$ cat src/rtl/cmul_pkg.sv
// cmul_pkg: shared widths, FSM state and tag types for the complex-multiplier share controller
package cmul_pkg;
  localparam int PART_W = 32;
  localparam int CMUL_W = 2 * PART_W;
  localparam int TAG_ID_W = 3;
  typedef enum logic [1:0] {RUN, DRAIN, DONE} state_t;
  typedef struct packed {
    logic                vld;
    logic [TAG_ID_W-1:0] id;
  } tag_t;
endpackage

$ cat src/rtl/cmul_rr_arbiter.sv
// cmul_rr_arbiter: combinational round-robin arbiter with a registered priority pointer
// Ports: clk, rst_n (sync, active-low), req (requests), advance (a grant was taken),
//        grant (one-hot or zero), idx (index of the granted requester)
module cmul_rr_arbiter #(
  parameter int N    = 4,
  parameter int ID_W = 2
) (
  input  logic            clk,
  input  logic            rst_n,
  input  logic [N-1:0]    req,
  input  logic            advance,
  output logic [N-1:0]    grant,
  output logic [ID_W-1:0] idx
);
  logic [ID_W-1:0] ptr;
  always_comb begin
    idx = '0;
    // walk from the farthest offset back to ptr so the closest requester wins
    for (int k = N - 1; k >= 0; k--)
      if (req[(int'(ptr) + k) % N]) idx = ID_W'((int'(ptr) + k) % N);
    grant = (|req) ? N'(1) << idx : '0;
  end
  always_ff @(posedge clk)
    if (!rst_n) ptr <= '0;
    else if (advance) ptr <= (idx == ID_W'(N - 1)) ? '0 : idx + 1'b1;
endmodule

$ cat src/rtl/cmul_share_ctrl.sv
// cmul_share_ctrl: round-robin sharing of one pipelined complex multiplier with tagged responses and flush/drain
// Ports: clk, rst_n (sync, active-low); req_valid/req_ready/req_a/req_b per-requester operand handshake;
//        rsp_valid (one-hot) / rsp_data result return; mul_a/mul_b/mul_ce/mul_result multiplier side;
//        flush (level) / flush_done (pulse) drain control; idle.
// Optional: define CMUL_SHARE_STATS_EN to add saturating stat_ops and stat_conflict counters.
module cmul_share_ctrl
  import cmul_pkg::*;
#(
  parameter int NUM_REQ     = 4,
  parameter int MUL_LATENCY = 8,
  parameter int ID_W        = $clog2(NUM_REQ)
) (
  input  logic                  clk,
  input  logic                  rst_n,
  input  logic [NUM_REQ-1:0]    req_valid,
  output logic [NUM_REQ-1:0]    req_ready,
  input  logic [NUM_REQ*64-1:0] req_a,
  input  logic [NUM_REQ*64-1:0] req_b,
  output logic [NUM_REQ-1:0]    rsp_valid,
  output logic [63:0]           rsp_data,
  output logic [63:0]           mul_a,
  output logic [63:0]           mul_b,
  output logic                  mul_ce,
  input  logic [63:0]           mul_result,
  input  logic                  flush,
  output logic                  flush_done,
  output logic                  idle
`ifdef CMUL_SHARE_STATS_EN
  ,
  output logic [31:0]           stat_ops,
  output logic [31:0]           stat_conflict
`endif
);
  localparam int CNT_W = $clog2(MUL_LATENCY + 2);
  state_t             state, state_nx;
  logic [NUM_REQ-1:0] req_en, grant;
  logic [ID_W-1:0]    idx;
  logic               go;
  logic [CNT_W-1:0]   inflight;
  tag_t               tags [MUL_LATENCY+1];
  tag_t               last;
  // grants only in RUN, never in the cycle flush is seen, never while reset is held
  assign req_en    = req_valid & {NUM_REQ{state == RUN && !flush && rst_n}};
  assign req_ready = grant;
  assign go        = |grant;
  assign mul_ce    = rst_n;
  assign idle      = state == RUN && inflight == '0;
  assign last      = tags[MUL_LATENCY];
  cmul_rr_arbiter #(.N(NUM_REQ), .ID_W(ID_W)) u_arb (
    .clk     (clk),
    .rst_n   (rst_n),
    .req     (req_en),
    .advance (go),
    .grant   (grant),
    .idx     (idx)
  );
  always_comb begin
    state_nx = state;
    state_nx = state == RUN   ? (flush ? DRAIN : RUN) :
               state == DRAIN ? (inflight == '0 ? DONE : DRAIN) :
                                (flush ? DONE : RUN);
  end
  always_ff @(posedge clk) begin
    if (!rst_n) begin
      state      <= RUN;
      inflight   <= '0;
      tags       <= '{default: '0};
      rsp_valid  <= '0;
      rsp_data   <= '0;
      mul_a      <= '0;
      mul_b      <= '0;
      flush_done <= 1'b0;
    end else begin
      state      <= state_nx;
      flush_done <= state == DRAIN && state_nx == DONE;
      tags[0]    <= '{vld: go, id: TAG_ID_W'(idx)};
      for (int i = 1; i <= MUL_LATENCY; i++) tags[i] <= tags[i-1];
      if (go) begin
        mul_a <= req_a[idx*CMUL_W +: CMUL_W];
        mul_b <= req_b[idx*CMUL_W +: CMUL_W];
      end
      inflight  <= inflight + CNT_W'(go) - CNT_W'(last.vld);
      rsp_valid <= last.vld ? NUM_REQ'(1) << last.id : '0;
      if (last.vld) rsp_data <= mul_result;
    end
  end
`ifdef CMUL_SHARE_STATS_EN
  always_ff @(posedge clk) begin
    if (!rst_n) begin
      stat_ops      <= '0;
      stat_conflict <= '0;
    end else begin
      if (go && ~&stat_ops) stat_ops <= stat_ops + 1'b1;
      // more than one bit set: clearing the lowest set bit leaves something
      if (state == RUN && (req_valid & (req_valid - 1'b1)) != '0 && ~&stat_conflict)
        stat_conflict <= stat_conflict + 1'b1;
    end
  end
`endif
endmodule

$ cat config.mk
export PLATFORM = sky130hd
export DESIGN_NAME = cmul_share_ctrl
export DESIGN_NICKNAME = d
export VERILOG_FILES = /design/src/rtl/cmul_pkg.sv /design/src/rtl/cmul_rr_arbiter.sv /design/src/rtl/cmul_share_ctrl.sv
export SDC_FILE = /design/constraint.sdc
export NUM_CORES = 1
export LEC_CHECK = 0
export CORE_AREA = 4 4 300 302
export CTS_CLUSTER_DIAMETER = 200
export DETAILED_ROUTE_END_ITERATION = 12
export DIE_AREA = 0 0 304 306
export HOLD_SLACK_MARGIN = 0.05
export PLACE_DENSITY = 0.41
export RECOVER_POWER = 100
export SLEW_MARGIN = 15
export SYNTH_ARGS = -nofsm -noshare
export SYNTH_HDL_FRONTEND = slang
export SYNTH_SLANG_ARGS = --single-unit
$ cat constraint.sdc
create_clock -name clk -period 4.9 [get_ports clk]
set_input_delay 0.98 -clock clk [delete_from_list [all_inputs] [get_ports clk]]
set_output_delay 0.98 -clock clk [all_outputs]
set_load 0.005 [all_outputs]
==> impl_metrics.py <==
metrics = {
    "finish": {
        "post-route-util": 0.245,
        "final_cell_mix": "clkdlybuf4s50_1, dfxtp_1, dlygate4sd3_1",
        "drive_gt1_frac": 0.0498,
        "multi_input_area_mm2": 0.00613,
        "nets": 2551,
        "areaGrowthSynthToFinish_pct": 88.2,
        "layout_commonest_cell": "clkdlybuf4s50_1",
        "regArea_mm2": 0.00465,
        "fillers": 9484,
    },
    "routing": {
        "wl_mm": 66.4,
        "vias": 12900,
        "dr.first_iter.drc_count": 551,
        "drc_errors": 0,
        "avgRoutedWirePerCell_um": 21.0,
        "via_per_inst": 4.07,
        "ant_nets": 0,
        "firstDrtPassIters": 8,
    },
    "die": {
        "initial_core_util": 0.130,
        "die_h_um": 306,
        "core_area_mm2": 0.0877,
        "core.rowCount": 109,
        "io-pin-count": 786,
        "die_x_um": 304,
        "die_area_mm2": 0.0930,
    },
    "synthesis": {
        "yosys.area.top_type": "dfxtp_1",
        "async_reset_ff_frac": 0,
        "yosysWarnings": 0,
        "synthFlopType": "dfxtp_1",
        "synth_cell_types": 45,
        "synth_area_leaders": "dfxtp_1, mux2i_1, o221ai_1, and3_1, nand3_1",
        "syn_inst": 1248,
        "avgSynthCellArea_um2": 9.16,
        "syn_area_mm2": 0.0114,
        "synth.top_cell.area_share": 0.406,
        "yosysSeqAreaShare": 0.406,
        "ys_ff_latch": 232,
        "synth_fp_nets": 1838,
        "synth_edf_count": 0,
    },
    "power": {
        "powerDensity_mw_per_mm2": 291,
        "p_leak_uw": 0.00842,
        "irDropWorstVdd_v": 0.000205,
    },
    "timing": {
        "maxSlewViolCount": 52,
        "relSlewSlack": -1.59,
        "fin_skew_ps": 37.6,
        "setup_tns_ps": 0,
        "min_period_ps": 4480,
        "fmax_mhz": 223,
        "setup-violations-final": 0,
        "tightestPinTransition_ps": 3880,
        "final_hold_viol_count": 0,
        "timing.final.crit_share": 0.915,
        "rsz0062_at_grt": "no",
    },
    "clocking": {
        "clk_pin_slew_worst_paths_ps": 60,
        "postCtsHoldBufs": 0,
        "cts_tree": "yes",
        "root_buffer": "clkbuf_16",
        "cts_buffer_depth": 3,
        "htreeDepth": 1,
        "cts_resized": 0,
        "cts_setup_buffers": 0,
        "cts_sinks": 232,
        "clk_latency_ps": 610,
        "numCtsBuffers": 31,
    },
    "place": {
        "io_buffers": 785,
        "hpwl_mm": 50.3,
        "routabilityCongestion": 0.858,
    },
    "critical_path": {
        "critical_path_class": "primary input to output pin",
        "required_ps": 3920,
        "cp.arrival_ps": 3500,
        "worstSetupEndpointType": "output pin",
        "startpoint_type": "primary input",
        "crit_path_max_fanout": 21,
    },
    "grt": {
        "grt-ovfl-total": 0,
        "grt_pass1_wl_mm": 95.3,
        "first_global_vias": 13600,
        "antenna_found_initial": 15,
        "grt_max_degree": 99,
        "gr-usage-all-layers": 0.134,
    },
    "outcome": {
        "failed_checks": "capacitance limit, slew limit",
        "status": "complete, but fails checks",
    },
    "flow_run": {
        "drv_cap": 1,
    },
    "worst_hold_path": {
        "min_path_type": "flip-flop to flip-flop",
    },
}
synth_stat cells, types with 2 or more instances:
cell type,count
a31o_2,7
xor2_1,2
nor3_1,4
o221ai_1,112
clkbuf_1,80
nor2_1,10
buf_4,3
a21oi_1,113
mux2i_1,176
a21o_1,2
buf_6,10
and3_1,112
nand2_1,38
nor2b_1,67
o22ai_1,16
buf_2,30
ha_1,6
dfxtp_1,232
a31o_1,9
buf_1,6
o21ai_1,17
inv_1,13
and2_1,30
nand3_1,132
layout make-up:
type                    count  area share
multi-input cells         871       0.285
clock buffers              39      0.0398
clock inverters            19      0.0134
diodes                      7    0.000814
repair buffers            811       0.375
inverters                  14     0.00244
well taps                1165      0.0677
flip-flops and latches    232       0.216
metal layers:
layer / GRT usage / wire, um / vias to the layer above
met4: 0.0429 / 2020 / 6
met5: 0 / 45 / -
li1: - / - / 6083
met1: 0.149 / 25200 / 6087
met3: 0.0522 / 6240 / 98
met2: 0.236 / 32900 / 593
kinds of logic after synthesis:
kind of cell,after synthesis,share of synthesized area
xor+xnor,2,0.00153
flops,232,0.406
compound gates,284,0.174
fa+ha+maj,7,0.00832
mux,176,0.154
buf+inv,145,0.0595
simple gates,402,0.197
state kept, by name, summed over array words and instances, names as in the netlist:
signal / count
flush_done: 1
mul_a: 64
rsp_data: 64
state: 2
inflight: 4
u_arb.ptr: 2
last: 3
tags: 24
rsp_valid: 4
mul_b: 64
report_power, final:
part	internal [uW]	switching, uW
sequential	2050	93.1
combinational	861	667
clock	1600	988
stage by stage:
step / instances / hold slack [ps] / worst slack (ps) / power [uW] / area [um^2]
2_1_floorplan: 1248 / 412 / 895 / 2750 / 11400
3_3_place_gp: 3093 / 414 / 408 / 3790 / 20400
3_5_place_dp: 3093 / 418 / 423 / 3800 / 20400
4_1_cts: 3151 / 428 / 454 / 6480 / 21500
5_1_grt: 3156 / 446 / 171 / 6590 / 21500
6_report: 3158 / 430 / 415 / 6260 / 21500
worst max-delay path, stage by stage:
cell             delay, ps
dlygate4sd3_1          560
nor2b_1                160
nor3_2                 150
o22ai_1                190
or2_4                  310
inv_2                   90
ha_4                   340
and2_1                 190
clkdlybuf4s50_1        530
worst paths after layout:
path,start,end,slack [ps],depth (start not counted)
max,req_valid[2],req_ready[3],420,9
min,tags[25],tags[21],430,1
max reg2reg,last[3],rsp_data[42],730,3
min reg2reg,tags[25],tags[21],430,1
No activity file was read; power rests on OpenSTA's default activity.
